==> src/rtl/phase_seq_pkg.sv <==
// Shared types and boot constants for the phase sequencer.
package phase_seq_pkg;

  typedef enum logic [2:0] {
    ST_INIT,
    ST_HELLO,
    ST_SIZE,
    ST_PROG,
    ST_ACK,
    ST_RUN,
    ST_HALT
  } state_e;

  typedef enum logic {
    SLOT_COMPUTE,
    SLOT_LATCH
  } slot_e;

  localparam logic [7:0] BOOT_BYTE_HELLO = 8'h99;
  localparam logic [7:0] BOOT_BYTE_ACK   = 8'hAA;
  localparam logic [7:0] BOOT_BYTE_NONE  = 8'h00;

  // Byte the host link should emit while the sequencer sits in a given state.
  function automatic logic [7:0] boot_byte(input state_e st);
    case (st)
      ST_HELLO: return BOOT_BYTE_HELLO;
      ST_ACK:   return BOOT_BYTE_ACK;
      default:  return BOOT_BYTE_NONE;
    endcase
  endfunction

endpackage

==> src/rtl/phase_seq_perf.sv <==
// Performance counters: RUN cycles and retired instructions, wrapping at 2^CNT_W.
module phase_seq_perf #(
  parameter int unsigned CNT_W = 32
) (
  input  logic             clk,
  input  logic             reset_n,
  input  logic             run_active,
  input  logic             instr_done,
  output logic [CNT_W-1:0] cycle_cnt,
  output logic [CNT_W-1:0] instret_cnt
);

  always_ff @(posedge clk) begin
    if (!reset_n) begin
      cycle_cnt   <= '0;
      instret_cnt <= '0;
    end else begin
      if (run_active) cycle_cnt   <= cycle_cnt + CNT_W'(1);
      if (instr_done) instret_cnt <= instret_cnt + CNT_W'(1);
    end
  end

endmodule

==> src/rtl/phase_sequencer.sv <==
// Boot handshake plus per-stage COMPUTE/LATCH sequencing of a multi-stage core.
// Optional counters (cycle_cnt, instret_cnt) enabled by defining PHASE_SEQ_PERF_EN.
module phase_sequencer
  import phase_seq_pkg::*;
#(
  parameter int unsigned NUM_STAGES = 5,
  parameter int unsigned CNT_W      = 32
) (
  input  logic                  clk,
  input  logic                  reset_n,
  input  logic                  stall,
  input  logic                  halt_req,
  input  logic                  size_fetch_done,
  input  logic                  prog_fetch_done,
  output logic                  tx_req_99,
  output logic                  size_wren,
  output logic                  prog_wren,
  output logic                  tx_req_aa,
  output logic [NUM_STAGES-1:0] stage_act,
  output logic [NUM_STAGES-1:0] latch_wren,
  output logic                  pc_wren,
  output logic                  instr_done,
  output logic                  halted
`ifdef PHASE_SEQ_PERF_EN
  ,
  output logic [CNT_W-1:0]      cycle_cnt,
  output logic [CNT_W-1:0]      instret_cnt
`endif
);

  localparam int unsigned STAGE_W = (NUM_STAGES > 1) ? $clog2(NUM_STAGES) : 1;
  localparam logic [STAGE_W-1:0] LAST_STAGE = STAGE_W'(NUM_STAGES - 1);

  if (NUM_STAGES < 2 || NUM_STAGES > 16 || CNT_W < 1) begin : g_param_check
    $error("phase_sequencer: parameter out of range");
  end

  state_e               state_q, state_d;
  slot_e                slot_q, slot_d;
  logic [STAGE_W-1:0]   stage_q, stage_d;
  logic                 halt_pend_q, halt_pend_d;
  logic [NUM_STAGES-1:0] stage_onehot;

  assign stage_onehot = NUM_STAGES'(1) << stage_q;

  always_ff @(posedge clk) begin
    if (!reset_n) begin
      state_q     <= ST_INIT;
      slot_q      <= SLOT_COMPUTE;
      stage_q     <= '0;
      halt_pend_q <= 1'b0;
    end else begin
      state_q     <= state_d;
      slot_q      <= slot_d;
      stage_q     <= stage_d;
      halt_pend_q <= halt_pend_d;
    end
  end

  // Next state; a pending halt is honoured only at the instruction wrap.
  always_comb begin
    state_d     = state_q;
    slot_d      = slot_q;
    stage_d     = stage_q;
    halt_pend_d = halt_pend_q;
    case (state_q)
      ST_INIT:  state_d = ST_HELLO;
      ST_HELLO: state_d = ST_SIZE;
      ST_SIZE:  if (size_fetch_done) state_d = ST_PROG;
      ST_PROG:  if (prog_fetch_done) state_d = ST_ACK;
      ST_ACK: begin
        state_d = ST_RUN;
        stage_d = '0;
        slot_d  = SLOT_COMPUTE;
      end
      ST_RUN: begin
        if (halt_req) halt_pend_d = 1'b1;
        if (!stall) begin
          if (slot_q == SLOT_COMPUTE) begin
            slot_d = SLOT_LATCH;
          end else begin
            slot_d = SLOT_COMPUTE;
            if (stage_q == LAST_STAGE) begin
              stage_d = '0;
              if (halt_pend_q || halt_req) state_d = ST_HALT;
            end else begin
              stage_d = stage_q + STAGE_W'(1);
            end
          end
        end
      end
      ST_HALT:  state_d = ST_HALT;
      default:  state_d = ST_INIT;
    endcase
  end

  // Outputs; an asserted reset_n-low cycle suppresses every enable immediately.
  always_comb begin
    tx_req_99  = 1'b0;
    size_wren  = 1'b0;
    prog_wren  = 1'b0;
    tx_req_aa  = 1'b0;
    stage_act  = '0;
    latch_wren = '0;
    pc_wren    = 1'b0;
    instr_done = 1'b0;
    halted     = 1'b0;
    if (reset_n) begin
      tx_req_99 = (boot_byte(state_q) == BOOT_BYTE_HELLO);
      tx_req_aa = (boot_byte(state_q) == BOOT_BYTE_ACK);
      size_wren = (state_q == ST_SIZE);
      prog_wren = (state_q == ST_PROG);
      halted    = (state_q == ST_HALT);
      if (state_q == ST_RUN) begin
        stage_act = stage_onehot;
        if (slot_q == SLOT_LATCH && !stall) begin
          latch_wren = stage_onehot;
          if (stage_q == LAST_STAGE) begin
            pc_wren    = 1'b1;
            instr_done = 1'b1;
          end
        end
      end
    end
  end

`ifdef PHASE_SEQ_PERF_EN
  phase_seq_perf #(
    .CNT_W (CNT_W)
  ) u_perf (
    .clk         (clk),
    .reset_n     (reset_n),
    .run_active  (state_q == ST_RUN),
    .instr_done  (instr_done),
    .cycle_cnt   (cycle_cnt),
    .instret_cnt (instret_cnt)
  );
`endif

endmodule

==> config.mk <==
export PLATFORM = sky130hd
export DESIGN_NAME = phase_sequencer
export DESIGN_NICKNAME = d
export VERILOG_FILES = /design/src/rtl/phase_seq_pkg.sv /design/src/rtl/phase_seq_perf.sv /design/src/rtl/phase_sequencer.sv
export SDC_FILE = /design/constraint.sdc
export NUM_CORES = 1
export LEC_CHECK = 0
export ABC_CLOCK_PERIOD_IN_PS = 3350
export CORE_MARGIN = 2
export CORE_UTILIZATION = 46
export DETAILED_ROUTE_END_ITERATION = 16
export HOLD_SLACK_MARGIN = 0.08
export PLACE_DENSITY = 0.79
export SLEW_MARGIN = 20
export SYNTH_ARGS = -nofsm -noshare
export SYNTH_HDL_FRONTEND = slang
export SYNTH_SLANG_ARGS = --single-unit
==> constraint.sdc <==
create_clock -name clk -period 3.35 [get_ports clk]
set_clock_uncertainty 0.05 [all_clocks]
set_input_delay 0.67 -clock clk [delete_from_list [all_inputs] [get_ports clk]]
set_output_delay 0.67 -clock clk [all_outputs]
set_load 0.03 [all_outputs]
==> results of run 1 <==
synthesized netlist by cell type:
| master | instances | area (sq um) |
|---|---|---|
| a21bo_2 | 1 | 10.0 |
| a22o_1 | 1 | 8.76 |
| ha_1 | 5 | 62.6 |
| clkbuf_4 | 1 | 7.51 |
| nand2b_4 | 2 | 27.5 |
| nor3_1 | 4 | 20.0 |
| o211ai_1 | 2 | 15.0 |
| inv_1 | 3 | 11.3 |
| mux2i_1 | 2 | 20.0 |
| nor3b_1 | 1 | 7.51 |
| nor2b_1 | 4 | 25.0 |
| and2_1 | 6 | 37.5 |
| nand2_1 | 4 | 15.0 |
| nor3_2 | 1 | 10.0 |
| a21oi_1 | 4 | 20.0 |
| nand2b_1 | 5 | 31.3 |
| dfxtp_1 | 8 | 160 |
| a21boi_1 | 3 | 22.5 |
| buf_4 | 2 | 15.0 |
| o21ai_0 | 1 | 5.00 |
| nand3_1 | 1 | 5.00 |
| o2111ai_1 | 1 | 8.76 |
| a21oi_2 | 1 | 8.76 |
| nor2_1 | 6 | 22.5 |
| o311a_1 | 1 | 10.0 |
| nand2_4 | 1 | 11.3 |
| and3_1 | 5 | 31.3 |
| nor2_4 | 1 | 11.3 |
| buf_2 | 2 | 10.0 |
kinds of logic (layout without fill, tap and decap cells):
kind of cell / after synthesis / count (layout)
simple gates: 41 / 41
fa+ha+maj: 5 / 5
buf+inv: 8 / 29
mux: 2 / 2
compound gates: 15 / 15
flops: 8 / 8
critical path, stage by stage:
cell and delay (ps):
clkdlybuf4s50_1 520, nand2_4 90, nor2_4 120, and3_1 180, and2_1 160, clkdlybuf4s50_1 670
cell type report:
cell class	instances	area share
clock buffers	3	0.0254
flip-flops and latches	8	0.181
well taps	15	0.0212
multi-input cells	63	0.504
inverters	3	0.0127
repair buffers	23	0.257
sequential cells by signal, summed over array words and instances (netlist names):
register	count
stage_q	3
state_q	3
halt_pend_q	1
slot_q	1
worst paths after layout:
kind / startpoint / end / depth (start not counted)
hold / removal: halt_pend_q / halt_pend_q / 1
setup reg to reg: stage_q[0] / stage_q[2] / 6
hold reg to reg: halt_pend_q / halt_pend_q / 1
setup / recovery: reset_n / instr_done / 6
report_power, final:
group	switching, W	leakage (nW)	internal (W)	total [W]
combinational	0.0000229	0.251	0.0000243	0.0000471
sequential	0.00000947	0.0650	0.0000990	0.000109
clock	0.0000330	0.0138	0.0000410	0.0000740
per-layer routing:
metal,up-vias,wire [microns],track usage
met5,-,0,0
met4,0,14,0.0774
met3,2,89,0.0304
met2,23,555,0.263
met1,248,599,0.195
li1,312,-,-
through the flow:
step                cells  utilization  hold slack, ps  power, W  worst slack (ps)
finish                115        0.673             439  0.000230               214
global route          115        0.673             470  0.000241              90.5
CTS                   115        0.673             441  0.000233               206
detailed placement    112        0.656             425  0.000158               206
global placement      112        0.656             414  0.000157               229
floorplan              79            -             400  0.000142               665
==> impl_results.md, run 1 <==
- Critical Path Start Type: input pin
- Crit Path Max Fanout: 4
- Area of the multi-input gates: 447 sq um
- Critical path type: in -> out
- Core area: 0.00132 sq mm
- Post-DP HPWL: 1.02 mm
- Final Cell Area: 887 sq um
- Most common cell after layout, fill and taps aside: clkdlybuf4s50_1
- Yosys Warn Count: 0
- Fin crit share: 0.936
- Clock insertion delay at the later pin of the skew report: 250 ps
- Die Span Y: 41.6 microns
- Max cap viols: 0
- Critical Path AT: 2420 ps
- CTS clock-pin slew for the worst setup and hold paths: 60 ps
- Pwr Density: 259 mW/mm^2
- Fillcell total: 121
- DRT antenna net count: 0
- Setup_tns: 0 ps
- Drt initial violations: 8
- Slew @ Worst Pin: 486 ps
- Status: complete, no violations
- Total CTS buffers: 3
- Via count: 585
- GR Util All Layers: 0.159
- Gr ovfl total: 0
- Die Width: 41.6 microns
- Total Wirelength: 1.26 mm
- Area Growth Syn to Fin: 36.3%
- Vias in the first global route: 534
- Seq/Total Area, Yosys: 0.246
- Reg area: 160 sq um
- Placed cell areas: 865 sq um
- Residual DRC: 0
- Main combinational cell family by area after synthesis: simple AND/OR/NAND/NOR gates
- Setup bufs post-CTS: 0
- Worst vdd ir: 0.000174 V
- Post-synthesis simple-gate area fraction: 0.392
- Unrepaired setup endpoints after global routing: false
- Avg Cell Area, Syn: 8.24 sq um
- Leakage: 0.330 nW
- H-tree levels: 1
- I/O pin cnt: 23
- Mux cell area share after synthesis: 0.0308
- Routed vias/inst: 5.09
- Initial antenna violation count: 0
- Resize count post-CTS: 0
- Port Buffer Count: 22
- Gpl congestion: 0.743
- First-pass GRT wire length: 2.15 mm
- Final #Nets: 113
- Post-Synth Adder-Cell Area: 0.0962
- Slew margin rel.: 0.676
- Netlist Area Pre-Place: 651 sq um
- Share of cells above drive strength 1: 0.110
- Yosys reg bits: 8
- Root Driver: clkbuf_4
- Synth Area in Compound Gates: 0.167
- Final Hold Fails: 0
- Reg2reg setup slack: 1940 ps
- Post-CTS Hold Buffers: 0
- Die ar.: 0.00173 sq mm
- Cell Rows: 13
- Syn Inst Count: 79
- Detailed-route wire length per cell: 10.9 microns
- Most frequent cells in the layout: clkdlybuf4s50_1, dfxtp_1, and2_1, nor2_1
- CTS tree: yes
- Largest net degree at the start of global routing: 13
- Antenna cells: 0
- Post-synth cell types: 29
- First-pass DRT Iterations: 4
- HP Class: reg -> reg
- Final setup violation count: 0
- Synthesized net count: 90
- Deepest clock path buffer count: 2
- CP required: 2630 ps
- TritonCTS sink count: 8
- Final min period: 3140 ps
- Xor/xnor share of the synthesized area: 0
- Starting density of the core: 0.494
- Max Clk Rate: 319 MHz
- Final Max Tran Viols: 0
- Setup crit end kind: output pin
(Power assumes the default switching activity.)
==> run 2, diff against run 1 <==
ABC_AREA = 0   (was default)
==> results of run 2 <==
The final DEF is identical to that of run 1; final timing and power are the same.
==> run 3, diff against run 2 <==
MAX_ROUTING_LAYER = met4   (was default)
==> results of run 3 <==
The final DEF is identical to that of run 1; final timing and power are the same.
Main changes from that run: final weighted congestion in routability-driven placement 0.743 -> 0.752; overall routing resource usage 0.159 -> 0.163
